### config.mk
export PLATFORM = sky130hd
export DESIGN_NAME = predicate_compare_arbiter
export DESIGN_NICKNAME = d
export VERILOG_FILES = /design/src/rtl/predicate_compare_arbiter_pkg.sv /design/src/rtl/predicate_compare_arbiter_rr_priority_arbiter.sv /design/src/rtl/predicate_compare_arbiter.sv
export SDC_FILE = /design/constraint.sdc
export NUM_CORES = 1
export LEC_CHECK = 0
export ABC_AREA = 1
export CORE_MARGIN = 1.5
export CORE_UTILIZATION = 46
export CTS_BUF_LIST = sky130_fd_sc_hd__clkbuf_16
export CTS_CLUSTER_DIAMETER = 120
export DETAILED_ROUTE_END_ITERATION = 7
export PLACE_DENSITY_LB_ADDON = 0.1
export SKIP_LAST_GASP = 1
export SYNTH_ARGS = -nofsm -noshare
export SYNTH_HDL_FRONTEND = slang
export SYNTH_HIERARCHICAL = 1
export SYNTH_SLANG_ARGS = --single-unit
export TNS_END_PERCENT = 5
### constraint.sdc
create_clock -name clock -period 5.25 [get_ports clock]
set_input_delay 1.05 -clock clock [delete_from_list [all_inputs] [get_ports clock]]
set_output_delay 1.05 -clock clock [all_outputs]
set_load 0.01 [all_outputs]
### src/rtl/predicate_compare_arbiter_pkg.sv
// ============================================================================
// Module      : predicate_compare_arbiter_pkg
// Description : Opcode and predicate-flag encodings for the shared compare unit.
// Revision    : 1.0 - initial release
// ============================================================================
`default_nettype none

package predicate_compare_arbiter_pkg;

  localparam int OP_WIDTH    = 4;
  localparam int FLAGS_WIDTH = 10;

  // Each opcode value equals the bit index of its predicate in rsp_flags.
  localparam logic [OP_WIDTH-1:0] C_OP_EQ    = 4'd0;
  localparam logic [OP_WIDTH-1:0] C_OP_LT_U  = 4'd1;
  localparam logic [OP_WIDTH-1:0] C_OP_LTE_U = 4'd2;
  localparam logic [OP_WIDTH-1:0] C_OP_GT_U  = 4'd3;
  localparam logic [OP_WIDTH-1:0] C_OP_GTE_U = 4'd4;
  localparam logic [OP_WIDTH-1:0] C_OP_LT_S  = 4'd5;
  localparam logic [OP_WIDTH-1:0] C_OP_LTE_S = 4'd6;
  localparam logic [OP_WIDTH-1:0] C_OP_GT_S  = 4'd7;
  localparam logic [OP_WIDTH-1:0] C_OP_GTE_S = 4'd8;
  localparam logic [OP_WIDTH-1:0] C_OP_NE    = 4'd9;

  localparam int C_FLAG_EQ    = 0;
  localparam int C_FLAG_LT_U  = 1;
  localparam int C_FLAG_LTE_U = 2;
  localparam int C_FLAG_GT_U  = 3;
  localparam int C_FLAG_GTE_U = 4;
  localparam int C_FLAG_LT_S  = 5;
  localparam int C_FLAG_LTE_S = 6;
  localparam int C_FLAG_GT_S  = 7;
  localparam int C_FLAG_GTE_S = 8;
  localparam int C_FLAG_NE    = 9;

  function automatic logic op_is_reserved(input logic [OP_WIDTH-1:0] op);
    return (op > C_OP_NE);
  endfunction

endpackage

`default_nettype wire

### src/rtl/predicate_compare_arbiter_rr_priority_arbiter.sv
// ============================================================================
// Module      : rr_priority_arbiter
// Description : Round-robin grant: first requester at or above the pointer wins.
// Revision    : 1.0 - initial release
// ============================================================================
`default_nettype none

module rr_priority_arbiter
  import predicate_compare_arbiter_pkg::*;
#(
  parameter  int REQUESTERS = 4,
  localparam int ID_WIDTH   = $clog2(REQUESTERS)
) (
  input  logic [REQUESTERS-1:0] i_req,
  input  logic                  i_enable,
  input  logic [ID_WIDTH-1:0]   i_pointer,
  output logic [REQUESTERS-1:0] o_grant,
  output logic [ID_WIDTH-1:0]   o_grant_id,
  output logic                  o_grant_valid
);

  // Scan from the farthest offset down so the nearest requester is written last.
  always_comb begin
    int                  w_idx;
    logic [ID_WIDTH-1:0] w_sel;
    o_grant       = '0;
    o_grant_id    = '0;
    o_grant_valid = 1'b0;
    w_idx         = 0;
    w_sel         = '0;
    for (int k = REQUESTERS - 1; k >= 0; k--) begin
      w_idx = int'(i_pointer) + k;
      if (w_idx >= REQUESTERS) w_idx = w_idx - REQUESTERS;
      w_sel = ID_WIDTH'(w_idx);
      if (i_enable && i_req[w_sel]) begin
        o_grant        = '0;
        o_grant[w_sel] = 1'b1;
        o_grant_id     = w_sel;
        o_grant_valid  = 1'b1;
      end
    end
  end

endmodule

`default_nettype wire

### src/rtl/predicate_compare_arbiter.sv
// ============================================================================
// Module      : predicate_compare_arbiter
// Description : Round-robin shared compare unit, operand stage then response stage.
// Revision    : 1.0 - initial release
// ============================================================================
`default_nettype none

module predicate_compare_arbiter
  import predicate_compare_arbiter_pkg::*;
#(
  parameter  int WORD_WIDTH = 32,
  parameter  int REQUESTERS = 4,
  localparam int ID_WIDTH   = $clog2(REQUESTERS)
) (
  input  logic                           clock,
  input  logic                           clear_n,
  input  logic [REQUESTERS-1:0]          req_valid,
  output logic [REQUESTERS-1:0]          req_ready,
  input  logic [REQUESTERS*WORD_WIDTH-1:0] req_A,
  input  logic [REQUESTERS*WORD_WIDTH-1:0] req_B,
  input  logic [REQUESTERS*OP_WIDTH-1:0] req_op,
  output logic                           rsp_valid,
  input  logic                           rsp_ready,
  output logic [ID_WIDTH-1:0]            rsp_id,
  output logic                           rsp_result,
  output logic [FLAGS_WIDTH-1:0]         rsp_flags,
  output logic                           rsp_error
);

  logic                   r_active;
  logic [ID_WIDTH-1:0]    r_pointer;
  logic                   r_s1_valid;
  logic [WORD_WIDTH-1:0]  r_s1_a, r_s1_b;
  logic [OP_WIDTH-1:0]    r_s1_op;
  logic [ID_WIDTH-1:0]    r_s1_id;
  logic                   r_rsp_valid, r_rsp_result, r_rsp_error;
  logic [ID_WIDTH-1:0]    r_rsp_id;
  logic [FLAGS_WIDTH-1:0] r_rsp_flags;

  logic                   w_load_rsp, w_accept_ok, w_grant_valid;
  logic [REQUESTERS-1:0]  w_grant;
  logic [ID_WIDTH-1:0]    w_grant_id, w_pointer_next;
  logic [WORD_WIDTH:0]    w_diff;
  logic                   w_eq, w_lt_u, w_ovf, w_lt_s, w_error, w_result;
  logic [FLAGS_WIDTH-1:0] w_flags;

  assign w_load_rsp  = !r_rsp_valid || rsp_ready;
  assign w_accept_ok = !r_s1_valid || w_load_rsp;

  // r_active holds off grants while clear_n is low without feeding clear_n into logic.
  rr_priority_arbiter #(.REQUESTERS(REQUESTERS)) u_arbiter (
    .i_req        (req_valid),
    .i_enable     (w_accept_ok && r_active),
    .i_pointer    (r_pointer),
    .o_grant      (w_grant),
    .o_grant_id   (w_grant_id),
    .o_grant_valid(w_grant_valid)
  );

  assign req_ready      = w_grant;
  assign w_pointer_next = (w_grant_id == ID_WIDTH'(REQUESTERS - 1)) ? '0 : w_grant_id + 1'b1;

  // Predicates of A-B; the extra top bit of the difference is the unsigned borrow.
  assign w_diff  = {1'b0, r_s1_a} - {1'b0, r_s1_b};
  assign w_eq    = (w_diff[WORD_WIDTH-1:0] == '0);
  assign w_lt_u  = w_diff[WORD_WIDTH];
  assign w_ovf   = (r_s1_a[WORD_WIDTH-1] ^ r_s1_b[WORD_WIDTH-1]) &
                   (r_s1_a[WORD_WIDTH-1] ^ w_diff[WORD_WIDTH-1]);
  assign w_lt_s  = w_diff[WORD_WIDTH-1] ^ w_ovf;

  always_comb begin
    w_flags               = '0;
    w_flags[C_FLAG_EQ]    = w_eq;
    w_flags[C_FLAG_LT_U]  = w_lt_u;
    w_flags[C_FLAG_LTE_U] = w_lt_u | w_eq;
    w_flags[C_FLAG_GT_U]  = ~(w_lt_u | w_eq);
    w_flags[C_FLAG_GTE_U] = ~w_lt_u;
    w_flags[C_FLAG_LT_S]  = w_lt_s;
    w_flags[C_FLAG_LTE_S] = w_lt_s | w_eq;
    w_flags[C_FLAG_GT_S]  = ~(w_lt_s | w_eq);
    w_flags[C_FLAG_GTE_S] = ~w_lt_s;
    w_flags[C_FLAG_NE]    = ~w_eq;
  end

  assign w_error  = op_is_reserved(r_s1_op);
  assign w_result = w_error ? 1'b0 : w_flags[r_s1_op];

  always_ff @(posedge clock or negedge clear_n) begin
    if (!clear_n) begin
      r_active     <= 1'b0;
      r_pointer    <= '0;
      r_s1_valid   <= 1'b0;
      r_rsp_valid  <= 1'b0;
      r_rsp_id     <= '0;
      r_rsp_result <= 1'b0;
      r_rsp_flags  <= '0;
      r_rsp_error  <= 1'b0;
    end else begin
      r_active <= 1'b1;
      if (w_grant_valid) r_pointer <= w_pointer_next;
      if (w_accept_ok) r_s1_valid <= w_grant_valid;
      if (w_load_rsp) begin
        r_rsp_valid <= r_s1_valid;
        if (r_s1_valid) begin
          r_rsp_id     <= r_s1_id;
          r_rsp_result <= w_result;
          r_rsp_flags  <= w_flags;
          r_rsp_error  <= w_error;
        end
      end
    end
  end

  // Operand payload needs no reset: it is qualified by r_s1_valid.
  always_ff @(posedge clock) begin
    if (w_grant_valid) begin
      r_s1_a  <= req_A[int'(w_grant_id)*WORD_WIDTH +: WORD_WIDTH];
      r_s1_b  <= req_B[int'(w_grant_id)*WORD_WIDTH +: WORD_WIDTH];
      r_s1_op <= req_op[int'(w_grant_id)*OP_WIDTH +: OP_WIDTH];
      r_s1_id <= w_grant_id;
    end
  end

  assign rsp_valid  = r_rsp_valid;
  assign rsp_id     = r_rsp_id;
  assign rsp_result = r_rsp_result;
  assign rsp_flags  = r_rsp_flags;
  assign rsp_error  = r_rsp_error;

endmodule

`default_nettype wire

---- After elaboration in Yosys (flattened, before gate mapping) ----
Cells that the tools add are included.
storage, ports and cells
  flip-flop bits (word level) ............. 89
  latch bits .............................. 0
  RAM bits ................................ 0
  ROM bits ................................ 0
  input bits .............................. 279
  output and inout bits ................... 19
  word-level logic and storage cells ...... 101
  memories ................................ 0
operators by class
  add/sub/neg operators ................... 9
  multipliers ............................. 0
  divide/modulo/power cells ............... 0
  order comparisons ....................... 14
  equal/unequal tests ..................... 1
  shift-type cells ........................ 3
  mux-type cells .......................... 36
  bitwise gates (word level) .............. 11
  reductions and logical operators ........ 15
operator list
  kind                                                               count
  indexed part select 128 x 8 -> 32 bit                              2
  subtractor 32 x 32 -> 33 bit                                       1
  zero test 32 bit                                                   1
  2-to-1 mux 2 bit                                                   9
  2-to-1 mux 4 bit                                                   4
  indexed part select 16 x 5 -> 4 bit                                1
  2-to-1 mux 1 bit                                                   14
  less-than comparator 2 x 3 -> 1 bit, second input constant         4
  greater-or-equal comparator 3 bit, second input constant           3
  logical AND 1 bit                                                  9
  binary-select mux 1 bit (select 2 bit)                             4
  demux 1 bit (select 2 bit)                                         4
  greater-or-equal comparator 2 x 1 -> 1 bit, second input constant  4
  subtractor 2 x 1 -> 2 bit, second input constant                   4
  adder 2 x 2 -> 3 bit, second input constant                        2
  less-than comparator 4 x 5 -> 1 bit, second input constant         1
  inverter 1 bit                                                     5
  binary-select mux 1 bit (select 4 bit)                             1
  greater-than comparator 4 bit, second input constant               1
  adder 2 x 1 -> 3 bit, second input constant                        1
  greater-or-equal comparator 2 x 3 -> 1 bit, second input constant  1
  bitwise XOR 1 bit                                                  3
  adder 2 x 1 -> 2 bit, second input constant                        1
  == test 2 bit, second input constant                               1
  other kinds (5)                                                    8

---- Depth between registers and ports, before layout ----
  depth in word-level cells ............... 12
  gate-level depth with buffers ........... 33
  gate-level depth less buffers ........... 32

---- Modules after synthesis ----
The synthesis kept the hierarchy.
modules (own cells, without submodules)
  module                     instances  cells an instance  area an instance (µm²)  seq. area each (µm²)
  predicate_compare_arbiter  1          1197               7676.1                  2577.5
  rr_priority_arbiter        1          104                564.3                   0.0

---- Least setup slack after synthesis ----
Ideal clock, no wire load.
  kind .................................... input to register
  from .................................... input port rsp_ready
  to ...................................... register r_s1_a[0], enable pin
  library setup time ...................... 1.065 ns
  data arrival time ....................... 3.647 ns
  data required time ...................... 4.185 ns
  slack ................................... 0.538 ns
  cell stages on the path ................. 9
  buffers on the path ..................... 1
  cells stage by stage .................... inv_1 -> nand3_1 -> nand2_1 -> inv_1 -> clkbuf_8 -> nand2_1 -> nor2_4 -> inv_1 -> nand4_1
on the way
  cells in the longest elaborated chain, start to end .. 8
  elaborated cells between the ends (all ways) .. 11
  those cells by class .................... mux (4); reduce/logical (7)
ends and longest elaborated chain
  what                            RTL line                                             source
  start: declaration              predicate_compare_arbiter.sv:23                      input logic rsp_ready,
  logical OR 1 bit *              predicate_compare_arbiter.sv:47                      assign w_load_rsp = !r_rsp_valid || rsp_ready;
  logical OR 1 bit *              predicate_compare_arbiter.sv:48                      assign w_accept_ok = !r_s1_valid || w_load_rsp;
  logical AND 1 bit *             predicate_compare_arbiter.sv:53                      .i_enable (w_accept_ok && r_active),
  logical AND 1 bit               predicate_compare_arbiter_rr_priority_arbiter.sv:35  if (i_enable && i_req[w_sel]) begin
  2-to-1 mux 1 bit (3 in series)  predicate_compare_arbiter_rr_priority_arbiter.sv:35
  2-to-1 mux 1 bit *              predicate_compare_arbiter_rr_priority_arbiter.sv:35
  named net w_grant_valid         predicate_compare_arbiter.sv:40                      logic w_load_rsp, w_accept_ok, w_grant_valid;
  end signal: assignment          predicate_compare_arbiter.sv:117                     r_s1_a <= req_A[int'(w_grant_id)*WORD_WIDTH +: WORD_WIDTH];
  end: declaration                predicate_compare_arbiter.sv:33                      logic [WORD_WIDTH-1:0] r_s1_a, r_s1_b;
The timed path passes the listed nets; every way through them passes the cells marked *.
A chain may end at the register's enable or synchronous reset.

---- Final worst setup path ----
  from .................................... input port rsp_ready
  to ...................................... output port req_ready[3]
on the way
  cells in the longest elaborated chain, start to end .. 8
  elaborated cells between the ends (all ways) .. 11
  those cells by class .................... mux (4); reduce/logical (7)
ends and longest elaborated chain
  what                            RTL line                                             source
  logical OR 1 bit *              predicate_compare_arbiter.sv:47
  logical OR 1 bit *              predicate_compare_arbiter.sv:48
  logical AND 1 bit *             predicate_compare_arbiter.sv:53
  logical AND 1 bit               predicate_compare_arbiter_rr_priority_arbiter.sv:35
  2-to-1 mux 4 bit (3 in series)  predicate_compare_arbiter_rr_priority_arbiter.sv:35
  2-to-1 mux 4 bit *              predicate_compare_arbiter_rr_priority_arbiter.sv:35
  end: declaration                predicate_compare_arbiter.sv:18                      output logic [REQUESTERS-1:0] req_ready,
Every way passes the cells marked *; elsewhere a longest branch is shown, timed or not.

==> run metrics <==
status=completed; crit path DAT=3.17 ns; Storage cell area=2577 sq um; Vias=9,402; crit share post-route=80.35%; number of setup buffers added after CTS=0; syn_nets=1,623; startpoint types=input port; busiest grt layer=met2; cell count after synthesis=1,301; routed len/inst=16.42 um; sequential area share after synthesis=31.28%; ys flop type=edfxtp_1; multi-input logic area=4698 sq um; critical path peak fanout=8; RSZ-0062 raised after global routing=no; Tot Pwr=9.291 mW; VDD IR max=550.4 uV; Post-synth EDFFs=70; Critical R2R Capture=rsp_result; met2 Track Usage GR=51.81%; Reg2Reg Depth=32; Relative slew margins=42.01%; Avg Cell Area, Syn=6.334 sq um; core footprint=17,420 sq um; max-slew violations=0; post-synth design cell area=8240 sq um; H-tree depth=3; # DRC=0; endpoints failing setup=0; hold path depth=2; crit end category=output pin; Final Hold Viols=0; hold slack final=0.4536 ns; Tmin final=4.218 ns; Die Span Y=136.8 um; clk_skew=0.01157 ns; row count=48; Hold Crit Class=reg -> reg; PwrDens=794.6 nW/um^2; grt total ovfl=0; commonest non-fill, non-tap cell in the layout=nand2_1; CTS tree=done; Crit path largest cell delay=0.53 ns; fillcell total=1,601; max_cap viols=0; Detail Route Antenna Nets=0; Critical-path top delay cell=clkdlybuf4s50_1; WP data required=4.20 ns; r2r setup slk=1.25 ns; Synth cell types=36; DRT Wirelength=29,580 um; grt met3 use=6.333%; half-perimeter wire length after placement=23,820 um; cells resized by post-CTS repair=0; later-pin clock latency in the skew report=0.35 ns; layout cells sized above 1=4.066%; Leak=5.538 nW; port bufs=297; TritonCTS Buffers=9; Worst Hold Launch=r_s1_id[1]; Buf/Inv on CP=5; Async SR Flop Fraction=21.35%; All-Layer GR Usage=31.38%; Starting Density=47.31%; met1 Usage GRT=41.32%; Top Ports=298; Die X=136.8 um; initial antenna violation count=5; # hold bufs at CTS=0; CTS Sinks=89; largest net degree at the start of global routing=140; Slew @ Worst Pin=0.8671 ns; final RePlAce weighted congestion=0.9349; Reg clk slew, reported paths=0.07 ns; Worst R2R Start=r_s1_b[2]; global-route wire length before repair=44,580 um; Synth-to-Final Area Change=41.91%; nets=1,891; commonest cells after routing, fill and taps aside=nand2_1, clkdlybuf4s50_1, nor2_1; Synth Warn #=6; number of global-route vias before repair=8,704; highest clock rate=237.1 MHz; critical path's top delay family=buffers and inverters; Initial DRC Count=681; crit path cell chain=clkdlybuf4s50_1 > inv_1 > nand3_1 > nand2_1 > inv_1 > nand3_1 > nor2_2 > nand2_1 > nand3_1 > nand2_1 > inv_1 > clkdlybuf4s50_1; #FFs+latches synth=89; Hold Path End=rsp_id[1]; worst setup path category=in -> out; Root Driver=clkbuf_16; Setup TNS=0 ns; 1st-pass router iterations=5; clock buffer depth=2; DR vias/cell=5.218; Die Area=18,730 sq um
[through the flow]
step	cells	setup WS, ns	util, %	instance area, sq um
4_1_cts	1799	1.030	67.10	11690
3_3_place_gp	1783	1.065	65.40	11390
5_1_grt	1802	0.8257	67.14	11690
2_1_floorplan	1301	0.5384	-	8240
3_5_place_dp	1783	1.037	65.40	11390
6_report	1802	1.032	67.14	11690
[state kept, by name (all words and copies together) (netlist names), 2 cells and up]
| signal | count |
|---|---|
| r_pointer | 2 |
| r_s1_a | 32 |
| rsp_flags | 10 |
| rsp_id | 2 |
| r_s1_b | 32 |
| r_s1_id | 2 |
| r_s1_op | 4 |
[per-layer routing]
metal,share of wire [%],vias to the layer above
met5,0.091,-
met4,2.7,4
met3,7.8,47
met2,48,369
met1,42,4241
li1,-,4741
[worst max path at each step]
stage | start | end | slack, ns | cells past startpoint
2_1_floorplan | rsp_ready | r_s1_a[0] | 0.54 | 9
3_3_place_gp | rsp_ready | req_ready[3] | 1.06 | 12
3_5_place_dp | rsp_ready | req_ready[3] | 1.04 | 12
4_1_cts | rsp_ready | req_ready[3] | 1.03 | 12
6_report | rsp_ready | req_ready[3] | 1.03 | 12
5_1_grt | r_s1_b[2] | rsp_result | 0.83 | 32
[worst min-delay path, cell delays in order (launching register included)]
cell      delay (ns)
edfxtp_1        0.33
nand2_1         0.05
nand2_1         0.05
[cell families (layout without fill, tap and decap cells)]
| family | count (synthesis) | in the layout | share of synthesized area, % |
|---|---|---|---|
| AOI/OAI and AO/OA | 237 | 237 | 15.88 |
| xor gates and xnor gates | 3 | 3 | 0.3189 |
| adders and majority gates | 43 | 43 | 6.711 |
| buffers and inverters | 254 | 527 | 11.87 |
| DFF | 89 | 89 | 31.28 |
| other | 1 | 4 | 0.04551 |
| and+or+nand+nor | 674 | 674 | 33.89 |
[Yosys cell counts, types with 2 or more instances]
library cell / instances / share of area (%)
buf_6: 2 / 0.27
o21a_1: 4 / 0.36
nor2_1: 217 / 9.9
xor2_1: 2 / 0.21
o22ai_1: 68 / 5.2
nand3_2: 7 / 0.85
nand3b_1: 2 / 0.18
nor3_1: 2 / 0.12
nor2_4: 2 / 0.27
a21oi_1: 18 / 1.1
dfrtp_1: 19 / 5.8
ha_1: 41 / 6.2
nand4_1: 13 / 0.99
a21oi_2: 2 / 0.21
o21ai_0: 141 / 8.6
inv_2: 3 / 0.14
clkbuf_1: 44 / 2.0
nand3_1: 65 / 3.9
inv_1: 202 / 9.2
nor2_2: 6 / 0.46
nand2_2: 17 / 1.3
nand2_1: 340 / 15
edfxtp_1: 70 / 26
fa_1: 2 / 0.49
[power breakdown]
part / internal (mW) / switching [mW] / leakage (nW)
clock network: 0.369 / 0.282 / 0.149
logic: 2.35 / 4.58 / 4.47
registers: 1.48 / 0.227 / 0.922
total: 4.21 / 5.09 / 5.54
[area by class of cell]
cell class	count	share of cell area (%)
Antenna cell	3	0.06420
Clock buffer	9	1.926
Clock inverter	7	0.6099
Inverter	206	6.623
Multi-Input combinational cell	958	40.18
Sequential cell	89	22.04
Tap cell	225	2.407
Timing Repair Buffer	305	26.15
No activity file was read; power rests on OpenSTA's default activity.
